### src/rtl/adc_pkg.sv
// Shared constants, channel map and FSM encoding for the ADC sample filter.
package adc_pkg;

  localparam int DATA_W    = 12;
  localparam int NUM_CH    = 5;
  localparam int MAX_SHIFT = 4;
  localparam int CH_ID_W   = 5;
  localparam int SHIFT_W   = 3;
  localparam int CNT_W     = 5;

  // Output index 0 sits in the LSBs: index0=3, index1=6, index2=1, index3=2, index4=4.
  localparam logic [NUM_CH*CH_ID_W-1:0] CH_MAP = {5'd4, 5'd2, 5'd1, 5'd6, 5'd3};

  typedef enum logic [0:0] {
    ACCUM  = 1'b0,
    FINISH = 1'b1
  } state_e;

  function automatic logic [SHIFT_W-1:0] clamp_shift(input logic [SHIFT_W-1:0] req,
                                                     input int max_s);
    logic [SHIFT_W-1:0] lim;
    lim = SHIFT_W'(max_s);
    if (req > lim) begin
      return lim;
    end else begin
      return req;
    end
  endfunction

endpackage

### src/rtl/adc_ch_accum.sv
// Per-channel sample accumulator with saturating beat count; a clear can
// coincide with a new beat, which then seeds the next epoch.
module adc_ch_accum #(
  parameter int DATA_W = adc_pkg::DATA_W,
  parameter int ACC_W  = adc_pkg::DATA_W + adc_pkg::MAX_SHIFT,
  parameter int CNT_W  = adc_pkg::CNT_W
) (
  input  logic              clk_core,
  input  logic              reset,
  input  logic              i_clear,
  input  logic              i_add,
  input  logic [DATA_W-1:0] i_data,
  output logic [ACC_W-1:0]  o_acc,
  output logic [CNT_W-1:0]  o_cnt
);
  import adc_pkg::*;

  localparam logic [CNT_W-1:0] CNT_ONE = CNT_W'(1'b1);
  localparam logic [CNT_W-1:0] CNT_MAX = '1;

  logic [ACC_W-1:0] w_data_ext;

  assign w_data_ext = {{(ACC_W-DATA_W){1'b0}}, i_data};

  // Accumulate / clear / reload
  always_ff @(posedge clk_core) begin
    if (reset) begin
      o_acc <= '0;
      o_cnt <= '0;
    end else if (i_clear) begin
      o_acc <= i_add ? w_data_ext : '0;
      o_cnt <= i_add ? CNT_ONE : '0;
    end else if (i_add) begin
      o_acc <= o_acc + w_data_ext;
      if (o_cnt != CNT_MAX) begin
        o_cnt <= o_cnt + CNT_ONE;
      end
    end
  end

endmodule

### src/rtl/adc_sample_filter.sv
// Averages mapped ADC sequencer channels over 2^shift packets and publishes
// all channel results together once the register bank is not on hold.
module adc_sample_filter #(
  parameter int NUM_CH    = adc_pkg::NUM_CH,
  parameter int DATA_W    = adc_pkg::DATA_W,
  parameter int MAX_SHIFT = adc_pkg::MAX_SHIFT,
  parameter logic [NUM_CH*5-1:0] CH_MAP = adc_pkg::CH_MAP
) (
  input  logic                     clk_core,
  input  logic                     reset,
  input  logic                     adc_response_valid,
  input  logic [4:0]               adc_response_channel,
  input  logic [DATA_W-1:0]        adc_response_data,
  input  logic                     adc_response_endofpacket,
  input  logic [2:0]               avg_shift,
  input  logic                     hold,
  output logic [NUM_CH*DATA_W-1:0] ch_avg,
  output logic [NUM_CH-1:0]        ch_complete,
  output logic                     samples_ready,
  output logic                     overrun
);
  import adc_pkg::*;

  localparam int ACC_W = DATA_W + MAX_SHIFT;
  localparam int PKT_W = (MAX_SHIFT > 0) ? MAX_SHIFT : 1;
  localparam logic [PKT_W:0]   PKT_ONE = (PKT_W+1)'(1'b1);
  localparam logic [PKT_W-1:0] PKT_INC = PKT_W'(1'b1);
  localparam logic [CNT_W-1:0] CNT_ONE = CNT_W'(1'b1);

  state_e                     r_state;
  logic [SHIFT_W-1:0]         r_shift_l;
  logic [PKT_W-1:0]           r_pkt_cnt;
  logic [NUM_CH*DATA_W-1:0]   r_pend_avg;
  logic [NUM_CH-1:0]          r_pend_mask;
  logic                       r_pend_flag;

  logic [SHIFT_W-1:0]         w_shift_req;
  logic [SHIFT_W-1:0]         w_shift_eff;
  logic [PKT_W:0]             w_pkt_last;
  logic [CNT_W-1:0]           w_cnt_target;
  logic                       w_eop;
  logic                       w_epoch_end;
  logic                       w_finish;
  logic [NUM_CH-1:0]          w_hit;
  logic [ACC_W-1:0]           w_acc [NUM_CH];
  logic [CNT_W-1:0]           w_cnt [NUM_CH];
  logic [NUM_CH*DATA_W-1:0]   w_new_avg;
  logic [NUM_CH-1:0]          w_new_mask;

  assign w_eop       = adc_response_valid && adc_response_endofpacket;
  assign w_finish    = (r_state == FINISH);
  assign w_epoch_end = w_eop && ({1'b0, r_pkt_cnt} == w_pkt_last);

  // An eop seen during FINISH already belongs to the next epoch, so it is
  // judged against the shift being latched on that same edge.
  always_comb begin
    w_shift_req = clamp_shift(avg_shift, MAX_SHIFT);
    if (w_finish) begin
      w_shift_eff = w_shift_req;
    end else begin
      w_shift_eff = r_shift_l;
    end
    w_pkt_last   = (PKT_ONE << w_shift_eff) - PKT_ONE;
    w_cnt_target = CNT_ONE << r_shift_l;
  end

  for (genvar i = 0; i < NUM_CH; i++) begin : g_ch
    assign w_hit[i] = adc_response_valid &&
                      (adc_response_channel == CH_MAP[i*CH_ID_W +: CH_ID_W]);

    adc_ch_accum #(
      .DATA_W(DATA_W),
      .ACC_W (ACC_W),
      .CNT_W (CNT_W)
    ) u_accum (
      .clk_core(clk_core),
      .reset   (reset),
      .i_clear (w_finish),
      .i_add   (w_hit[i]),
      .i_data  (adc_response_data),
      .o_acc   (w_acc[i]),
      .o_cnt   (w_cnt[i])
    );

    assign w_new_avg[i*DATA_W +: DATA_W] = w_acc[i][r_shift_l +: DATA_W];
    assign w_new_mask[i]                 = (w_cnt[i] == w_cnt_target);
  end

  // Epoch FSM: packet counting, one-cycle FINISH, shift latching
  always_ff @(posedge clk_core) begin
    if (reset) begin
      r_state   <= ACCUM;
      r_pkt_cnt <= '0;
      r_shift_l <= w_shift_req;
    end else begin
      if (w_eop) begin
        if (w_epoch_end) begin
          r_pkt_cnt <= '0;
        end else begin
          r_pkt_cnt <= r_pkt_cnt + PKT_INC;
        end
      end
      case (r_state)
        ACCUM: begin
          r_state <= w_epoch_end ? FINISH : ACCUM;
        end
        FINISH: begin
          r_shift_l <= w_shift_req;
          r_state   <= w_epoch_end ? FINISH : ACCUM;
        end
        default: begin
          r_state <= ACCUM;
        end
      endcase
    end
  end

  // Pending capture in FINISH and atomic publish when hold is low
  always_ff @(posedge clk_core) begin
    if (reset) begin
      r_pend_avg    <= '0;
      r_pend_mask   <= '0;
      r_pend_flag   <= 1'b0;
      ch_avg        <= '0;
      ch_complete   <= '0;
      samples_ready <= 1'b0;
      overrun       <= 1'b0;
    end else begin
      samples_ready <= 1'b0;
      if (r_pend_flag && !hold) begin
        ch_avg        <= r_pend_avg;
        ch_complete   <= r_pend_mask;
        samples_ready <= 1'b1;
        r_pend_flag   <= 1'b0;
      end
      if (w_finish) begin
        r_pend_avg  <= w_new_avg;
        r_pend_mask <= w_new_mask;
        r_pend_flag <= 1'b1;
        if (r_pend_flag && hold) begin
          overrun <= 1'b1;
        end
      end
    end
  end

endmodule

### config.mk
export PLATFORM = sky130hd
export DESIGN_NAME = adc_sample_filter
export DESIGN_NICKNAME = d
export VERILOG_FILES = /design/src/rtl/adc_pkg.sv /design/src/rtl/adc_ch_accum.sv /design/src/rtl/adc_sample_filter.sv
export SDC_FILE = /design/constraint.sdc
export NUM_CORES = 1
export LEC_CHECK = 0
export CORE_MARGIN = 2
export CORE_UTILIZATION = 45
export DETAILED_ROUTE_END_ITERATION = 8
export GPL_TIMING_DRIVEN = 0
export PLACE_DENSITY_LB_ADDON = 0.15
export SLEW_MARGIN = 20
export SYNTH_ARGS = -nofsm -noshare
export SYNTH_HDL_FRONTEND = slang
export SYNTH_HIERARCHICAL = 1
export SYNTH_SLANG_ARGS = --single-unit
### constraint.sdc
create_clock -name clk_core -period 6.7 [get_ports clk_core]
set_input_delay 1.34 -clock clk_core [delete_from_list [all_inputs] [get_ports clk_core]]
set_output_delay 1.34 -clock clk_core [all_outputs]
set_load 0.05 [all_outputs]
==> results of run 1 <==
[where the power goes]
group / total (µW) / switching, µW / leakage, µW / internal, µW
registers: 1490 / 13.3 / 0.00198 / 1470
logic: 454 / 302 / 0.00402 / 152
clock network: 1620 / 682 / 0.000469 / 935
total: 3560 / 997 / 0.00647 / 2560
[worst register-to-register path: stages (launching register included)]
cell and delay, ps:
sky130_fd_sc_hd__dfxtp_1 330, sky130_fd_sc_hd__buf_6 130, sky130_fd_sc_hd__clkbuf_1 500, sky130_fd_sc_hd__nand2_1 370, sky130_fd_sc_hd__o32a_1 420, sky130_fd_sc_hd__ha_1 310, sky130_fd_sc_hd__xor2_1 130, sky130_fd_sc_hd__o211ai_1 160
sky130_fd_sc_hd__o311ai_1 310, sky130_fd_sc_hd__a21oi_1 100
[layout by cell type, fill, tap and decap left out, drive strengths merged, types with 61 or more instances in the layout]
master	instances
nand2	329
clkdlybuf4s50	90
a211oi	70
o21ai	61
dfxtp	246
ha	72
a21oi	183
mux2i	89
clkbuf	104
nor2	222
[layer usage]
metal	GRT usage	routed length, µm
met5	0	0
met1	0.404	24900
met3	0.0326	3510
met4	0.108	1780
met2	0.459	23900
[per-stage QoR]
step,hold WS [ps],instances,utilization
after floorplan,427,1975,-
after global routing,471,2582,0.525
after detailed placement,447,2528,0.497
after CTS,456,2582,0.525
final,453,2582,0.525
after global placement,441,2527,0.496
[cell type report]
class,count,area share
multi-input cells,1590,0.562
flip-flops and latches,246,0.266
repair buffers,92,0.0500
clock buffers,37,0.0435
plain buffers,129,0.0361
well taps,461,0.0311
clock inverters,17,0.00932
inverters,10,0.00203
[sequential cells by signal (all words and copies together), names as in the netlist]
signal and cells:
r_pend_avg 60, r_shift_l 3, g_ch.u_accum/o_cnt 25, samples_ready 1, r_pend_mask 5, ch_complete 5
r_state 1, g_ch.u_accum/o_acc 80, r_pend_flag 1, overrun 1, ch_avg 60, r_pkt_cnt 4
[cells by family (layout without fill, tap and decap cells)]
| logic type | Yosys count | in the layout | synth area share |
|---|---|---|---|
| AO/OA/AOI/OAI | 531 | 531 | 0.232 |
| multiplexers | 127 | 127 | 0.100 |
| flip-flops | 246 | 246 | 0.307 |
| AND/OR/NAND/NOR | 822 | 822 | 0.236 |
| XOR/XNOR | 33 | 33 | 0.0180 |
| adder cells (fa/ha/maj) | 77 | 77 | 0.0624 |
| buffers and inverters | 139 | 285 | 0.0440 |
[worst max path at each step]
| stage | startpoint | to | slack [ps] | depth (start not counted) |
|---|---|---|---|---|
| after CTS | adc_response_data[1] | g_ch[3].u_accum/o_acc[8] | 2730 | 7 |
| after global placement | reset | g_ch[1].u_accum/o_acc[7] | 2070 | 5 |
| after floorplan | adc_response_data[0] | g_ch[0].u_accum/o_acc[8] | 3360 | 7 |
| after detailed placement | adc_response_data[1] | g_ch[3].u_accum/o_acc[8] | 2160 | 7 |
| after global routing | adc_response_data[1] | g_ch[3].u_accum/o_acc[8] | 2660 | 7 |
| final | adc_response_data[1] | g_ch[4].u_accum/o_acc[8] | 2710 | 7 |
==> results.sh, run 1 <==
export IMPL_grt_setup_unrepaired="false"
export IMPL_first_pass_grt_wire_length_mm=84.0
export IMPL_critical_path_n_buffers_inverters=1
export IMPL_row_count=69
export IMPL_cts_max_level=1
export IMPL_clk_insertion_delay_late_ps=570
export IMPL_cts_num_sinks=246
export IMPL_first_pass_iters=5
export IMPL_critPathMaxStageDelay_ps=980
export IMPL_finalHoldViolCount=0
export IMPL_pre_cts_slack_ps=2160
export IMPL_antenna_found_initial=0
export IMPL_cp_data_arrival_time_ps=4500
export IMPL_post_synth_top_area_fraction=0.307
export IMPL_vias_per_cell=6.07
export IMPL_critical_path_class="in2reg"
export IMPL_final_period_minus_worst_setup_slack_ps=3990
export IMPL_netlist_area_um2=16000
export IMPL_mappedNetlistNets=2077
export IMPL_remaining_drc_errors=0
export IMPL_highest_clock_frequency_the_design_can_meet_mhz=250
export IMPL_clock_tree_from_tritoncts="done"
export IMPL_leakagePower_uw=0.00647
export IMPL_whs_endpoint="ch_avg[17]"
export IMPL_synth_warnings=6
export IMPL_dr_first_iter_drc_count=1286
export IMPL_outcome="complete, no violations"
export IMPL_synth_area_per_cell_um2=8.12
export IMPL_critical_path_startpoint_type="input port"
export IMPL_fin_setup_tns_ps=0
export IMPL_post_synth_inst_count=1975
export IMPL_cp_end_kind="flip-flop"
export IMPL_detail_route_wirelength_mm=54.1
export IMPL_critical_path_reg2reg_endpoint="r_pkt_cnt[1]"
export IMPL_timing_hold_worst_path_depth=2
export IMPL_first_global_vias=14747
export IMPL_post_cts_repair_setup_buffers=0
export IMPL_final_max_slew_viol_count=0
export IMPL_portBuffers=91
export IMPL_ys_ff_latch=246
export IMPL_layout_setup_ws_ps=2710
export IMPL_postRouteAntennaNets=0
export IMPL_max_cap_violations=0
export IMPL_gate_family_responsible_for_the_most_delay_along_the_worst_path="compound AO/OA/AOI/OAI gates"
export IMPL_areaGrowthSynthToFinish_pct=15.5
export IMPL_grt_total_usage=0.290
export IMPL_most_used_standard_cells_in_the_synthesized_netlist="sky130_fd_sc_hd__nand2_1, sky130_fd_sc_hd__dfxtp_1, sky130_fd_sc_hd__nor2_1"
export IMPL_die_x_extent_um=193
export IMPL_holdCritPathClass="reg2reg"
export IMPL_synth_async_reset_ratio=0
export IMPL_synth_seq_area_share=0.307
export IMPL_synth_top_area_cell="sky130_fd_sc_hd__dfxtp_1"
export IMPL_final_min_period_over_clock_period=0.596
export IMPL_design_die_area_um2=37200
export IMPL_postLayoutCellArea_um2=18500
export IMPL_rr_startpoint="r_shift_l[0]"
export IMPL_cts_made_buffers=29
export IMPL_crit_path_max_fanout=15
export IMPL_top_level_ports=92
export IMPL_post_synth_main_area_contributors="sky130_fd_sc_hd__dfxtp_1, sky130_fd_sc_hd__nand2_1, sky130_fd_sc_hd__ha_1"
export IMPL_ff2ff_path_depth=9
export IMPL_ys_types=74
export IMPL_placeableCoreArea_um2=35300
export IMPL_finalClockSkew_ps=9.07
export IMPL_cts_repair_resize_count=0
export IMPL_cp_required_ps=7210
export IMPL_diodes=0
export IMPL_routedWlPerCell_um=21.0
export IMPL_cp_slowest_cell="sky130_fd_sc_hd__clkdlybuf4s50_1"
export IMPL_ys_flop_type="sky130_fd_sc_hd__dfxtp_1"
export IMPL_synth_enable_flop_cells=0
export IMPL_ir_worst_vdd_mv=0.187
export IMPL_total_power_uw=3560
export IMPL_timing_critical_path_cells="clkdlybuf4s50_1 > fa_1 > a211o_1 > a41o_4 > a221oi_4 > mux2_4 > a21oi_2"
export IMPL_worst_pin_slew_ps=1070
export IMPL_maxSlewHeadroom=0.284
export IMPL_dp_area_um2=17500
export IMPL_dp_hpwl_mm=41.6
export IMPL_dr_total_vias=15670
export IMPL_power_density_nw_per_um2=192
export IMPL_num_fill_cells=3415
export IMPL_seqCellArea_um2=4920
export IMPL_ctsHoldBuffers=0
export IMPL_global_route_overflow_total=0
export IMPL_finalNetCount=2200
export IMPL_die_h_um=193
export IMPL_initial_core_util=0.454
export IMPL_clkTransAtPathRegs_ps=60
export IMPL_worst_hold_startpoint="ch_avg[17]"
export IMPL_multi_input_area_um2=10400
export IMPL_globalplace_congestion=0.968
export IMPL_maximum_number_of_pins_on_one_net_before_global_route_repair=31
export IMPL_report_final_setup_viol=0
export IMPL_synth_most_common_cell="sky130_fd_sc_hd__nand2_1"
export IMPL_rrSetupSlack_ps=3790
export IMPL_ctsLongestPathBuffers=3
export IMPL_clockRootBuffer="sky130_fd_sc_hd__clkbuf_16"
export IMPL_layout_drive_gt1_share=0.0835
(Power assumes the default switching activity.)
==> run 2: changes to the inputs <==
==> constraint.sdc (replaced) <==
create_clock -name clk_core -period 3.4 [get_ports clk_core]
set_input_delay 0.68 -clock clk_core [delete_from_list [all_inputs] [get_ports clk_core]]
set_output_delay 0.68 -clock clk_core [all_outputs]
set_load 0.05 [all_outputs]
==> run 2 against run 1 <==
Compared with the run above: clock-buffer cell count did not move; combinational power up 97%; critical path depth unchanged; flip-flop and latch count did not move; sequential share of layout area stayed put; routed wire length about the same; sequential power rose by 97%; critical endpoint unchanged.
==> results.sh, run 2 (same netlist as run 1, synthesis figures left out) <==
export IMPL_outcome="complete, no violations"
export IMPL_cp_end_kind="flip-flop"
export IMPL_ctsHoldBuffers=0
export IMPL_final_core_util=0.525
export IMPL_postRouteAntennaNets=0
export IMPL_final_period_minus_worst_setup_slack_ps=3340
export IMPL_cp_required_ps=3900
export IMPL_cp_data_arrival_time_ps=3840
export IMPL_grt_setup_unrepaired="false"
export IMPL_final_max_slew_viol_count=0
export IMPL_fin_worst_hold_slack_ps=452
export IMPL_routedWlPerCell_um=21.0
export IMPL_grt_total_usage=0.290
export IMPL_ir_worst_vdd_mv=0.371
export IMPL_rrSetupSlack_ps=480
export IMPL_worst_pin_slew_ps=1070
export IMPL_timing_critical_path_cells="clkdlybuf4s50_1 > fa_1 > a211o_1 > a41o_4 > a221oi_4 > mux2_4 > a21oi_2"
export IMPL_critPathCapture="g_ch[4].u_accum/o_acc[8]"
export IMPL_design_die_area_um2=37200
export IMPL_postLayoutCellArea_um2=18500
export IMPL_antenna_found_initial=0
export IMPL_mostFrequentLayoutCell="sky130_fd_sc_hd__nand2_1"
export IMPL_diodes=0
export IMPL_gate_family_responsible_for_the_most_delay_along_the_worst_path="compound AO/OA/AOI/OAI gates"
export IMPL_registers_with_the_most_flip_flops="g_ch.u_accum/o_acc: 80 flops, ch_avg: 60 flops, r_pend_avg: 60 flops"
export IMPL_clockRootBuffer="sky130_fd_sc_hd__clkbuf_16"
export IMPL_max_flop_register="g_ch.u_accum/o_acc"
export IMPL_detail_route_wirelength_mm=54.1
export IMPL_portBuffers=91
export IMPL_finalHoldViolCount=0
export IMPL_cts_repair_resize_count=0
export IMPL_critical_path_class="in2reg"
export IMPL_critical_path_reg2reg_endpoint="r_pkt_cnt[1]"
export IMPL_first_pass_grt_wire_length_mm=84.1
export IMPL_max_cap_violations=0
export IMPL_rr_startpoint="r_shift_l[0]"
export IMPL_top_level_ports=92
export IMPL_ff2ff_path_depth=9
export IMPL_mostFrequentLayoutCells="sky130_fd_sc_hd__nand2_1, sky130_fd_sc_hd__dfxtp_1, sky130_fd_sc_hd__nor2_1"
export IMPL_vias_per_cell=6.08
export IMPL_highest_clock_frequency_the_design_can_meet_mhz=300
export IMPL_dp_area_um2=17500
export IMPL_dr_first_iter_drc_count=1272
export IMPL_total_power_uw=7000
export IMPL_maxSlewHeadroom=0.285
export IMPL_row_count=69
export IMPL_finalClockSkew_ps=9.61
export IMPL_cts_made_buffers=29
export IMPL_report_final_setup_viol=0
export IMPL_critical_path_n_buffers_inverters=1
export IMPL_placeableCoreArea_um2=35300
export IMPL_clkTransAtPathRegs_ps=60
export IMPL_crit_start="adc_response_data[1]"
export IMPL_critical_path_startpoint_type="input port"
export IMPL_timing_hold_worst_path_depth=2
export IMPL_first_pass_iters=5
export IMPL_dr_total_vias=15697
export IMPL_areaGrowthSynthToFinish_pct=15.5
export IMPL_first_global_vias=14746
export IMPL_final_min_period_over_clock_period=0.982
export IMPL_power_density_nw_per_um2=378
export IMPL_global_route_overflow_total=0
export IMPL_remaining_drc_errors=0
export IMPL_layout_drive_gt1_share=0.0835
export IMPL_clock_tree_from_tritoncts="done"
export IMPL_num_fill_cells=3415
export IMPL_maximum_number_of_pins_on_one_net_before_global_route_repair=31
export IMPL_cts_num_sinks=246
export IMPL_finalNetCount=2200
export IMPL_die_h_um=193
export IMPL_cts_max_level=1
export IMPL_largest_reg_flops=80
export IMPL_cp_slowest_cell="sky130_fd_sc_hd__clkdlybuf4s50_1"
export IMPL_leakagePower_uw=0.00647
export IMPL_initial_core_util=0.454
export IMPL_die_x_extent_um=193
export IMPL_critPathMaxStageDelay_ps=980
export IMPL_cp_num_cells=7
export IMPL_crit_path_max_fanout=15
export IMPL_dp_hpwl_mm=41.6
export IMPL_ctsLongestPathBuffers=3
export IMPL_globalplace_congestion=0.968
export IMPL_clk_insertion_delay_late_ps=570
export IMPL_post_cts_repair_setup_buffers=0
export IMPL_holdCritPathClass="reg2reg"
==> run 2: cell counts in the layout (fill, tap and decap cells not counted) <==
No cell type changed its count.
==> run 2: power by group <==
part           total (µW)  switching, µW  internal [µW]
registers            2930           26.3           2900
clock network        3180           1340           1840
logic                 894            595            300
==> run 2: worst min-delay path by stage <==
stage                    from             end  slack [ps]
2_1_floorplan  r_pend_avg[57]      ch_avg[57]         430
3_3_place_gp   r_pend_mask[2]  ch_complete[2]         440
3_5_place_dp   r_pend_avg[43]      ch_avg[43]         450
4_1_cts            ch_avg[45]      ch_avg[45]         460
5_1_grt            ch_avg[34]      ch_avg[34]         470
6_report           ch_avg[45]      ch_avg[45]         450
==> run 2: final cells by class <==
cell class | count | area (µm²) | share of cell area
Multi-Input combinational cell | 1590 | 10400 | 0.562
Sequential cell | 246 | 4920 | 0.266
Timing Repair Buffer | 92 | 926 | 0.0500
Clock buffer | 37 | 806 | 0.0435
Buffer | 129 | 668 | 0.0361
Tap cell | 461 | 577 | 0.0311
Clock inverter | 17 | 173 | 0.00932
Inverter | 10 | 37.5 | 0.00203
==> run 2: metal layers <==
metal / up-vias / share of wire / global-route usage
met1: 7468 / 0.46 / 0.404
li1: 7547 / - / -
met4: 0 / 0.033 / 0.109
met3: 111 / 0.068 / 0.0326
met2: 571 / 0.44 / 0.459
met5: - / 0 / 0
==> run 2: stage by stage <==
step	setup TNS, ps	cells	setup slack [ps]
finish	0	2582	62.7
global route	0	2582	21.1
floorplan	0	1975	717
detailed placement	-10090	2528	-476
CTS	0	2582	94.1
global placement	-65560	2527	-569
==> run 2: worst reg2reg max path, stage by stage, from the launching register on <==
cell                       delay [ps]
sky130_fd_sc_hd__dfxtp_1          330
sky130_fd_sc_hd__buf_6            130
sky130_fd_sc_hd__clkbuf_1         500
sky130_fd_sc_hd__nand2_1          370
sky130_fd_sc_hd__o32a_1           420
sky130_fd_sc_hd__ha_1             300
sky130_fd_sc_hd__xor2_1           140
sky130_fd_sc_hd__o211ai_1         160
sky130_fd_sc_hd__o311ai_1         320
sky130_fd_sc_hd__a21oi_1          110
==> edit, RTL diff (settings of run 2) <==
Register the output `overrun` once more, cleared by the reset; this adds one clock of latency there. The other outputs are not delayed to match.
--- a/src/rtl/adc_sample_filter.sv
+++ b/src/rtl/adc_sample_filter.sv
@@ -26,6 +26,8 @@
   localparam logic [PKT_W:0]   PKT_ONE = (PKT_W+1)'(1'b1);
   localparam logic [PKT_W-1:0] PKT_INC = PKT_W'(1'b1);
   localparam logic [CNT_W-1:0] CNT_ONE = CNT_W'(1'b1);
+
+  logic overrun_s0;
 
   state_e                     r_state;
   logic [SHIFT_W-1:0]         r_shift_l;
@@ -124,7 +126,7 @@
       ch_avg        <= '0;
       ch_complete   <= '0;
       samples_ready <= 1'b0;
-      overrun       <= 1'b0;
+      overrun_s0    <= 1'b0;
     end else begin
       samples_ready <= 1'b0;
       if (r_pend_flag && !hold) begin
@@ -138,11 +140,19 @@
         r_pend_mask <= w_new_mask;
         r_pend_flag <= 1'b1;
         if (r_pend_flag && hold) begin
-          overrun <= 1'b1;
+          overrun_s0 <= 1'b1;
         end
       end
     end
   end
 
+  always_ff @(posedge clk_core) begin
+    if (reset) begin
+      overrun <= '0;
+    end else begin
+      overrun <= overrun_s0;
+    end
+  end
+
 endmodule
 
Formal check against the unedited RTL: not equivalent (Yosys sat finds a counterexample within 4 cycles, from zero or initial values and one cycle with reset high).
==> edit against run 2 <==
Final area increased by 0.25%. Largest cell class unchanged. Non-clock buffer count decreased by 1. Power decreased by 1.8%. Clock skew about the same. Highest routed layer unchanged. Routed wire length about the same. Die area increased by 0.45%. Via count increased by 0.88%. Area after synthesis increased by 0.45%. Worst setup slack improved by 0.047 ns. Critical path type unchanged. Clock power decreased by 3%. Sequential cell count increased by 1.
==> edit: results (changes against run 2) <==
[timing]
skew_ns = 0.00968  ; was 0.00961 ns

[global_routing]
grt_first_pass_wirelength_um = 84300  ; was 84100 um
grt_start_max_net_pins = 24  ; was 31
grt_pass1_vias = 14900  ; was 14700
grt_util_all_layers_pct = 27.8  ; was 29.0%

[place]
globalplace.congestion = 0.970  ; was 0.968
placed_area_um2 = 17600  ; was 17500 um^2
place_hpwl_um = 41400  ; was 41600 um

[route]
firstDrtPassIters = 7  ; was 5
drt-total-wl_um = 54100  ; about the same

[synth]
seq_area_frac_synth_pct = 30.7  ; about the same
synth_area_leaders = dfxtp_1 (31%), nand2_1 (7.2%), a21oi_1 (5.8%)  ; was dfxtp_1 (31%), nand2_1 (7.7%), ha_1 (5.6%)

[cells_and_area]
n_all_inverters = 14  ; was 10
multi_input_area_share_pct = 56.0  ; was 56.2%
clkCellAreaFrac_pct = 5.10  ; was 5.28%
buffers = 220  ; was 221
buffer_area_share_pct = 8.85  ; was 8.61%
sh_seq_area_pct = 26.6  ; about the same
clkbuf_count = 40  ; was 37
finalInstanceArea_um2 = 18600  ; was 18500 um^2

[min_path]
holdCritStartpoint = ch_avg[29]$_SDFFE_PP0P_  ; was ch_avg[45]$_SDFFE_PP0P_

[power_and_ir_drop]
p_leak_uw = 0.00661  ; was 0.00647 uW

[critical_path]
cp-startpoint = adc_response_data[0]  ; was adc_response_data[1]
critPathMaxFanout = 10  ; was 15
reg2reg_slack_ns = 0.31  ; was 0.48 ns

[cts]
insertion_delay_ns = 0.55  ; was 0.57 ns

[status]
outcome = finished, final reports clean  ; unchanged

edit: cell types whose count changed after synthesis, moves of 6 or more:
cell	run 2	this run
a211oi_1	70	79
a21oi_1	178	188
a2bb2oi_1	6	0
a311oi_1	25	19
a31oi_1	13	21
and2_1	17	23
buf_6	6	12
clkbuf_1	62	55
nand2_1	329	308
edit: logic make-up after synthesis:
kind of cell | after synthesis | synth area share, %
and+or+nand+nor | 793 | 22.8
xor gates and xnor gates | 34 | 1.85
buffers and inverters | 142 | 4.75
adders and majority gates | 77 | 6.21
DFF | 247 | 30.7
AOI/OAI and AO/OA | 551 | 23.9
muxes | 128 | 9.82
edit: routing by layer:
| metal | track usage (%) | vias up | part of all wire [%] |
|---|---|---|---|
| li1 | - | 7547 | - |
| met1 | 38.3 | 7589 | 45 |
| met2 | 45.6 | 588 | 45 |
| met3 | 2.93 | 111 | 6.1 |
| met4 | 9.36 | 0 | 3.3 |
| met5 | 0 | - | 0 |
edit: through the flow:
step / hold WS, ns / setup WS, ns / total power (uW) / std cells
floorplan: 0.427 / 0.717 / 3560 / 1972
global placement: 0.444 / -1.08 / 3850 / 2524
detailed placement: 0.446 / -0.438 / 3860 / 2525
CTS: 0.454 / 0.0823 / 6920 / 2577
global route: 0.467 / 0.0466 / 7120 / 2577
finish: 0.452 / 0.110 / 6880 / 2577
edit: power groups by stage:
| stage | combinational (uW) | clock [uW] | sequential, uW |
|---|---|---|---|
| after floorplan | 576 | 0 | 2980 |
| after global placement | 854 | 0 | 2990 |
| after detailed placement | 863 | 0 | 2990 |
| final | 883 | 3070 | 2930 |
| after CTS | 867 | 3120 | 2930 |
| after global routing | 942 | 3240 | 2930 |
edit: repair_timing:
action,4_1_cts,5_1_grt
pin swaps,0,0
hold buffers,0,0
gates resized for setup,1,3
hold endpoints to repair,0,0
setup endpoints to repair,3,8
